**config.mk**
```make
export PLATFORM = sky130hd
export DESIGN_NAME = hs_tx_arbiter
export DESIGN_NICKNAME = d
export VERILOG_FILES = /design/src/rtl/hs_tx_arbiter.sv
export SDC_FILE = /design/constraint.sdc
export NUM_CORES = 1
export LEC_CHECK = 0
export BUFFER_PORTS_ARGS = -buffer_cell sky130_fd_sc_hd__buf_2
export CELL_PAD_IN_SITES_DETAIL_PLACEMENT = 0
export CELL_PAD_IN_SITES_GLOBAL_PLACEMENT = 1
export CORE_MARGIN = 1.5
export CORE_UTILIZATION = 37
export CTS_CLUSTER_DIAMETER = 80
export DETAILED_ROUTE_END_ITERATION = 8
export GPL_TIMING_DRIVEN = 0
export HOLD_SLACK_MARGIN = 0.12
export PLACE_DENSITY = 0.79
export RECOVER_POWER = 100
export SYNTH_ARGS = -nofsm -noshare
export SYNTH_HDL_FRONTEND = slang
export SYNTH_SLANG_ARGS = --single-unit
export TNS_END_PERCENT = 1
```
**constraint.sdc**
```tcl
create_clock -name i_clk_a -period 2 [get_ports i_clk_a]
set_input_delay 0.2 -clock i_clk_a [delete_from_list [all_inputs] [get_ports i_clk_a]]
set_output_delay 0.2 -clock i_clk_a [all_outputs]
set_load 0.02 [all_outputs]
```
**src/rtl/hs_tx_arbiter.sv**
```systemverilog
// hs_tx_arbiter: four-source round-robin arbiter driving a four-phase req/ack
// handshake into an asynchronous clock domain, with transfer timeout and idle gap.
module hs_tx_arbiter #(
    parameter int DW         = 4,
    parameter int GAP_CYCLES = 4,
    parameter int TIMEOUT    = 1023
) (
    input  logic            i_clk_a,
    input  logic            i_rst_n,
    input  logic [3:0]      i_src_valid,
    input  logic [4*DW-1:0] i_src_data,
    output logic [3:0]      o_src_done,
    input  logic            i_data_ack,
    output logic [DW-1:0]   o_data,
    output logic            o_data_req,
    output logic [1:0]      o_grant_id,
    output logic            o_busy,
    output logic            o_timeout
);

    // state    | meaning
    // IDLE     | waiting for any valid source
    // REQ      | o_data_req high, waiting for synchronised ack or timeout
    // WAIT_LOW | req dropped, waiting for ack to return low
    // GAP      | enforced idle cycles before the next arbitration
    typedef enum logic [1:0] {IDLE, REQ, WAIT_LOW, GAP} state_t;

    localparam logic [10:0] TMO_LIM  = 11'(TIMEOUT);
    localparam logic [7:0]  GAP_LOAD = (GAP_CYCLES > 0) ? 8'(GAP_CYCLES - 1) : 8'd0;

    state_t          state, state_nxt;
    logic            ack_m, ack_s;
    logic [1:0]      last_grant, last_grant_nxt;
    logic [9:0]      tmo_cnt, tmo_cnt_nxt;
    logic [7:0]      gap_cnt, gap_cnt_nxt;
    logic [DW-1:0]   data_nxt;
    logic            req_nxt;
    logic [1:0]      grant_nxt;
    logic [3:0]      done_nxt;
    logic            timeout_nxt;
    logic            win_found;
    logic [1:0]      win_id;
    logic [1:0]      cand;
    logic            tmo_hit;

    always_ff @(posedge i_clk_a or negedge i_rst_n) begin
        if (!i_rst_n) begin
            ack_m <= 1'b0;
            ack_s <= 1'b0;
        end else begin
            ack_m <= i_data_ack;
            ack_s <= ack_m;
        end
    end

    // Search starts one past the last successful grant.
    always_comb begin
        win_found = 1'b0;
        win_id    = last_grant;
        cand      = last_grant;
        for (int i = 1; i <= 4; i++) begin
            cand = last_grant + 2'(i);
            if (!win_found && i_src_valid[cand]) begin
                win_found = 1'b1;
                win_id    = cand;
            end
        end
    end

    assign tmo_hit = ({1'b0, tmo_cnt} + 11'd1) >= TMO_LIM;

    always_comb begin
        state_nxt      = state;
        last_grant_nxt = last_grant;
        tmo_cnt_nxt    = tmo_cnt;
        gap_cnt_nxt    = gap_cnt;
        data_nxt       = o_data;
        req_nxt        = o_data_req;
        grant_nxt      = o_grant_id;
        done_nxt       = 4'b0000;
        timeout_nxt    = 1'b0;
        case (state)
            IDLE: begin
                if (win_found) begin
                    data_nxt    = i_src_data[win_id*DW +: DW];
                    grant_nxt   = win_id;
                    req_nxt     = 1'b1;
                    tmo_cnt_nxt = 10'd0;
                    state_nxt   = REQ;
                end
            end
            REQ: begin
                // A late ack on the timeout cycle still counts as success.
                if (ack_s) begin
                    req_nxt              = 1'b0;
                    done_nxt[o_grant_id] = 1'b1;
                    last_grant_nxt       = o_grant_id;
                    state_nxt            = WAIT_LOW;
                end else if (tmo_hit) begin
                    req_nxt     = 1'b0;
                    timeout_nxt = 1'b1;
                    state_nxt   = WAIT_LOW;
                end else if (tmo_cnt != 10'h3FF) begin
                    tmo_cnt_nxt = tmo_cnt + 10'd1;
                end
            end
            WAIT_LOW: begin
                if (!ack_s) begin
                    if (GAP_CYCLES == 0) begin
                        state_nxt = IDLE;
                    end else begin
                        gap_cnt_nxt = GAP_LOAD;
                        state_nxt   = GAP;
                    end
                end
            end
            GAP: begin
                if (gap_cnt == 8'd0) begin
                    state_nxt = IDLE;
                end else begin
                    gap_cnt_nxt = gap_cnt - 8'd1;
                end
            end
            default: state_nxt = IDLE;
        endcase
    end

    always_ff @(posedge i_clk_a or negedge i_rst_n) begin
        if (!i_rst_n) begin
            state      <= IDLE;
            last_grant <= 2'd3;
            tmo_cnt    <= 10'd0;
            gap_cnt    <= 8'd0;
            o_data     <= '0;
            o_data_req <= 1'b0;
            o_grant_id <= 2'd0;
            o_src_done <= 4'b0000;
            o_timeout  <= 1'b0;
        end else begin
            state      <= state_nxt;
            last_grant <= last_grant_nxt;
            tmo_cnt    <= tmo_cnt_nxt;
            gap_cnt    <= gap_cnt_nxt;
            o_data     <= data_nxt;
            o_data_req <= req_nxt;
            o_grant_id <= grant_nxt;
            o_src_done <= done_nxt;
            o_timeout  <= timeout_nxt;
        end
    end

    assign o_busy = (state != IDLE);

endmodule

```
==> metrics.md, run 1 <==
| Metric | Value |
|---|---|
| Status | `finished, violations left` |
| Failing checks | `setup timing` |
| PD cells | `1330 mW/mm^2` |
| Initial core utilization | `0.381` |
| CTS tree | `built` |
| Vias in the first global route | `1791` |
| Longest Clk Path Bufs | `2` |
| Top FF cell, synth | `dfrtp_1` |
| Final WS setup | `-0.306 ns` |
| Minimum clock period | `2.31 ns` |
| Hold_sp | `i_src_data[4]` |
| Max IR drop VDD | `0.000799 V` |
| Flops & latches, synth | `36` |
| Distinct cells, synth | `47` |
| Post-Route Utilization | `0.484` |
| Total congestion overflow | `0` |
| Mapped Avg Cell Area | `~9.4 sq um` |
| Final nets | `305` |
| Critical path type | `flip-flop to flip-flop` |
| Worst setup SP type | `flip-flop` |
| Vias per cell | `~5.2` |
| Initial drt markers | `83` |
| Fin crit share | `1.15` |
| Final antenna-violating net count | `0` |
| Fmax | `434 MHz` |
| Mapped Cells | `223` |
| Crit end category | `flip-flop` |
| Hold crit path type | `primary input to flip-flop` |
| Area fraction of the dominant cell type after synthesis | `0.408` |
| Initial antenna violation count | `0` |
| Final WL | `4740 microns` |
| Setup crit start | `gap_cnt[3]` |
| Max_slew headroom | `0.395` |
| Die area | `0.00610 sq mm` |
| Detailed Routing Iterations Pass 1 | `4` |
| Post-Place Cells | `between 300 and 400` |
| Largest net degree at the start of global routing | `37` |
| Layout cell share with drive strength beyond 1 | `0.248` |
| Setup total negative slack | `-0.750 ns` |
| Commonest cells in the netlist | `dfrtp_1, nand2_1, o21ai_0, nor2_1, inv_1` |
| Non-Filler Instances | `between 300 and 400` |
| Routed vias | `between 1.5k and 2k` |
| Clock sink total | `36` |
| Core Footprint | `0.00547 sq mm` |
| Cell taking the most area after synthesis | `dfrtp_1` |
| N_diodes | `0` |
| Max-cap violations | `0` |
| Critical path's top delay family | `simple AND/OR/NAND/NOR gates` |
| Die H | `78.1 microns` |
| CTS root buffer | `clkbuf_8` |
| CP cell instances | `or4_4 -> or4b_4 -> nand2_2 -> nand2_2 -> a221oi_4 -> mux2_4` |
| Placer Congestion | `0.783` |
| DIE WIDTH | `around 78 microns` |
| Ports | `36` |
| Slowest cell on crit path | `or4b_4` |
| Fin Hold WS | `0.202 ns` |
| CP most frequent cell | `nand2_2` |
| Number of setup violations in the final report | `9` |
| Post-route DRC | `0` |
| Row count | `27` |
| Synth-to-Final Area Change | `27.0%` |
| Crit path max fanout | `3` |
| IO Port Bufs | `35` |
| GRT Util Overall | `0.164` |
| Worst stage delay on the critical path | `0.55 ns` |
| Setup Slack @ Placement | `-0.475 ns` |
| Required @ worst endpoint | `around 2.2 ns` |
| Ys Warns | `0` |
| Asr flop ratio synth | `1.00` |
| First-pass GRT wire length | `8040 microns` |
| Leakage | `1.18 nW` |
| Mapped Area | `~0.0021 sq mm` |
| Worst-skew pair later-pin latency | `~0.29 ns` |
| H-tree depth | `2` |
| Count leader, synth | `dfrtp_1` |
| Final hold vios | `0` |
| Avg WL per Cell | `13.7 microns` |
| Setup Skew | `between 0.003 and 0.004 ns` |
| Total CTS buffers | `5` |
| Arrival @ worst endpoint | `2.48 ns` |
| Critical R2R Launch | `gap_cnt[3]` |
| CP bufs+invs | `0` |
| Detailed placement HPWL | `3200 microns` |
| Unrepaired setup endpoints after global routing | `yes` |
| Syn nets | `255` |
| Post-synth EDFFs | `0` |
| Fin. max-slew vios | `0` |
| Synth top area cells | `dfrtp_1, mux2i_1, ha_1` |
| Clock Pin Slew Worst Setup and Hold Paths | `0.07 ns` |
| Register area share after synthesis | `0.433` |
| Tightest Pin Transition | `0.908 ns` |
## sequential cells by signal, summed over array words and instances (netlist names)
signal / flops
o_data_req: 1
o_data: 4
state: 2
ack_s: 1
o_grant_id: 2
o_src_done: 4
ack_m: 1
tmo_cnt: 10
last_grant: 2
gap_cnt: 8
o_timeout: 1
## where the power goes
| part | total, mW | internal (mW) | leakage [nW] | switching [mW] |
|---|---|---|---|---|
| Combinational | 1.63 | 0.697 | 0.652 | 0.933 |
| Clock | 0.705 | 0.440 | 0.0645 | 0.265 |
| Sequential | 1.19 | 0.966 | 0.460 | 0.222 |
| Total | 3.52 | 2.10 | 1.18 | 1.42 |
## per-stage QoR
step / instance area (sq um) / power, mW
after detailed placement: 2350 / 2.62
after floorplan: 2090 / 2.22
after global placement: 2350 / 2.60
final: 2650 / 3.52
after global routing: 2650 / 3.83
after CTS: 2630 / 3.47
## final cells by class
cell class / instances / area, sq um
fillers: 534 / 2820
multi-input cells: 163 / 1190
flip-flops and latches: 36 / 906
repair buffers: 44 / 231
clock buffers: 7 / 96.3
well taps: 72 / 90.1
inverters: 15 / 58.8
plain buffers: 8 / 48.8
clock inverters: 1 / 30.0
## cell usage in the layout, fill, tap and decap left out, types with 4 or more instances in the layout
cell type	count
nand3_1	8
mux2i_1	12
nand2_1	23
o21ai_0	17
inv_1	14
clkbuf_1	16
clkbuf_8	7
nand2b_1	4
buf_2	22
dfrtp_1	32
buf_4	7
xnor2_1	4
a21oi_1	6
ha_1	5
a2bb2oi_1	5
o31ai_1	5
nor2_1	16
## kinds of logic after synthesis
group,share of synthesized area
AND/OR/NAND/NOR,0.189
buffers and inverters,0.0444
XOR/XNOR,0.0210
adder cells (fa/ha/maj),0.0540
flip-flops,0.433
multiplexers,0.0630
AO/OA/AOI/OAI,0.196
## tightest hold or removal path, stage by stage
cell and delay [ns]:
buf_2 0.07, mux2i_1 0.05, o21ai_0 0.13
## path summary, 6_finish.rpt
path,endpoint,slack (ns),cells after the start
setup / recovery,state[1],-0.31,6
hold / removal,o_data[0],0.20,3
setup reg to reg,state[1],-0.31,6
hold reg to reg,ack_s,0.35,0
max in group asynchronous,tmo_cnt[1],0.80,2
min in group asynchronous,gap_cnt[5],0.57,2
## repair_timing
| action | CTS | global route |
|---|---|---|
| setup buffers | 6 | 1 |
| pin swaps | 10 | 6 |
| hold buffers | 2 | 0 |
| endpoints found under the hold margin | 35 | 0 |
| setup endpoints to repair | 23 | 25 |
| gates resized for setup | 19 | 16 |
## metal layers
layer / part of all wire / GRT usage / routed length, microns
met1: 0.48 / 0.212 / 2280
met2: 0.48 / 0.274 / 2280
met3: 0.033 / 0.0360 / 154
met4: 0.0063 / 0.0464 / 30
met5: 0 / 0 / 0
(Power assumes the default switching activity.)
==> run 2, diff against run 1 <==
--- a/config.mk
+++ b/config.mk
@@ -5,17 +5,18 @@
 export SDC_FILE = /design/constraint.sdc
 export NUM_CORES = 1
 export LEC_CHECK = 0
-export BUFFER_PORTS_ARGS = -buffer_cell sky130_fd_sc_hd__buf_2
 export CELL_PAD_IN_SITES_DETAIL_PLACEMENT = 0
 export CELL_PAD_IN_SITES_GLOBAL_PLACEMENT = 1
 export CORE_MARGIN = 1.5
 export CORE_UTILIZATION = 37
 export CTS_CLUSTER_DIAMETER = 80
 export DETAILED_ROUTE_END_ITERATION = 8
+export DONT_BUFFER_PORTS = 1
 export GPL_TIMING_DRIVEN = 0
 export HOLD_SLACK_MARGIN = 0.12
-export PLACE_DENSITY = 0.79
+export PLACE_DENSITY = 0.72
 export RECOVER_POWER = 100
+export REMOVE_ABC_BUFFERS = 1
 export SYNTH_ARGS = -nofsm -noshare
 export SYNTH_HDL_FRONTEND = slang
 export SYNTH_SLANG_ARGS = --single-unit
==> metrics.md, run 2 (same netlist as run 1, synthesis figures left out) <==
| Metric | Value |
|---|---|
| Avg WL per Cell | `14.9 microns` |
| PD cells | `1320 mW/mm^2` |
| Final hold vios | `0` |
| Placer Congestion | `0.791` |
| DIE WIDTH | `78.1 microns` |
| Post-Place Cells | `288` |
| N_diodes | `0` |
| Clock Pin Slew Worst Setup and Hold Paths | `around 0.080 ns` |
| Hold_sp | `i_src_data[15]` |
| Grt met1 use | `0.230` |
| Fin crit share | `1.12` |
| Die H | `78.1 microns` |
| Critical R2R Launch | `gap_cnt[3]` |
| Total congestion overflow | `0` |
| Number of setup violations in the final report | `9` |
| Initial core utilization | `0.381` |
| Non-Filler Instances | `315` |
| Minimum clock period | `2.25 ns` |
| IO Port Bufs | `0` |
| Total CTS buffers | `5` |
| Worst-skew pair later-pin latency | `0.29 ns` |
| Initial drt markers | `132` |
| Final WL | `4680 microns` |
| Crit path max fanout | `2` |
| H-tree depth | `2` |
| Detailed Routing Iterations Pass 1 | `4` |
| Slowest cell on crit path | `or4_4` |
| Detailed placement HPWL | `3070 microns` |
| Hold EP | `o_data[3]` |
| Ports | `36` |
| Required @ worst endpoint | `between 2 and 2.5 ns` |
| Layout cell share with drive strength beyond 1 | `0.202` |
| Clock sink total | `36` |
| Final WS setup | `-0.246 ns` |
| Commonest non-fill, non-tap cells in the layout | `dfrtp_1, nand2_1, inv_1, nor2_1, o21ai_0` |
| Setup Skew | `0.0104 ns` |
| Arrival @ worst endpoint | `2.42 ns` |
| Final Power | `3.37 mW` |
| Leakage | `1.10 nW` |
| CP most frequent cell | `nand2_2` |
| Status | `finished, violations left` |
| First-pass GRT wire length | `8100 microns` |
| Critical path type | `flip-flop to flip-flop` |
| Worst-case reg-to-reg path depth | `6` |
| Post-Route Utilization | `0.467` |
| Biggest regs | `tmo_cnt x10, gap_cnt x8` |
| Longest Clk Path Bufs | `2` |
| Initial antenna violation count | `0` |
| Max IR drop VDD | `around 0.00065 V` |
| Hold crit path type | `primary input to flip-flop` |
| CP cell instances | `or4_4 -> or4b_4 -> nand2_2 -> nand2_2 -> a221oi_4 -> mux2_4` |
| Fmax | `445 MHz` |
| Tightest Pin Transition | `0.943 ns` |
| CTS tree | `built` |
| Max_slew headroom | `0.371` |
| Max reg flops | `10` |
| Final antenna-violating net count | `0` |
| Synth-to-Final Area Change | `22.5%` |
| Commonest non-fill, non-tap cell in the layout | `dfrtp_1` |
| GRT busiest layer | `met2` |
| Routed vias | `1742` |
| Grt met3 use | `0.0453` |
| Crit end category | `flip-flop` |
| Fin. max-slew vios | `0` |
| Die area | `a little over 0.006 sq mm` |
| Worst hold path depth | `2` |
| Met2 Usage GRT | `0.250` |
| Vias per cell | `approximately 5.5` |
| CTS root buffer | `clkbuf_8` |
| Final nets | `about 270` |
| Reg2reg setup slack | `-0.25 ns` |
| Row count | `27` |
| Vias in the first global route | `approximately 1.7k` |
| Biggest register | `tmo_cnt` |
| Core Footprint | `0.00547 sq mm` |
| R2r endpoint | `state[1]` |
| Worst stage delay on the critical path | `0.54 ns` |
| GRT Util Overall | `0.168` |
| Worst setup SP type | `flip-flop` |
| Unrepaired setup endpoints after global routing | `yes` |
| Largest net degree at the start of global routing | `37` |
| Failing checks | `setup timing` |
| Max-cap violations | `0` |
| Post-route DRC | `0` |
-- run 2: critical path, delay by kind of cell, from the launching register on --
kind,cells,cell delay (ns)
AO/OA/AOI/OAI,1,0.23
multiplexers,1,0.32
flip-flops,1,0.39
AND/OR/NAND/NOR,4,1.20
-- run 2: where the power goes --
part	leakage, nW	switching, mW	internal [mW]
clock network	0.0422	0.250	0.244
logic	0.604	0.825	0.739
registers	0.457	0.345	0.967
total	1.10	1.42	1.95
-- run 2: area by class of cell --
type	instances	area (sq um)
Fill cell	536	2920
Inverter	15	56.3
Sequential cell	36	908
Timing Repair Buffer	21	179
Clock inverter	1	5.00
Tap cell	72	90.1
Clock buffer	7	76.3
Multi-Input combinational cell	163	1240
-- run 2: timing repair --
item	in CTS	in global routing
hold buffers	9	0
gates resized for setup	17	20
endpoints found under the hold margin	40	0
endpoints found under the setup margin	25	22
pin swaps	8	8
setup buffers	9	1
-- run 2: worst max-delay path by stage --
stage / startpoint / end / cells past startpoint
floorplan: last_grant[1] / o_data[0] / 5
global placement: i_src_valid[3] / tmo_cnt[7] / 6
detailed placement: tmo_cnt[0] / state[1] / 8
CTS: gap_cnt[3] / state[1] / 6
global route: gap_cnt[3] / state[1] / 6
finish: gap_cnt[3] / state[1] / 6
-- run 2: through the flow --
stage	instance area (sq um)	hold slack, ns	TNS, ns	worst slack, ns
after floorplan	2050	-0.0956	-2.36	-0.326
after global placement	2140	-0.0942	-13.42	-1.07
after detailed placement	2160	-0.0940	-6.80	-0.484
after CTS	2490	0.148	-2.24	-0.315
after global routing	2560	0.176	-2.65	-0.327
final	2560	0.171	-0.684	-0.246
-- run 2: layer usage --
layer  vias to the layer above  part of all wire
met4                         0             0.021
met2                        42              0.46
met3                        11             0.057
met1                       833              0.46
met5                         -                 0
li1                        856                 -
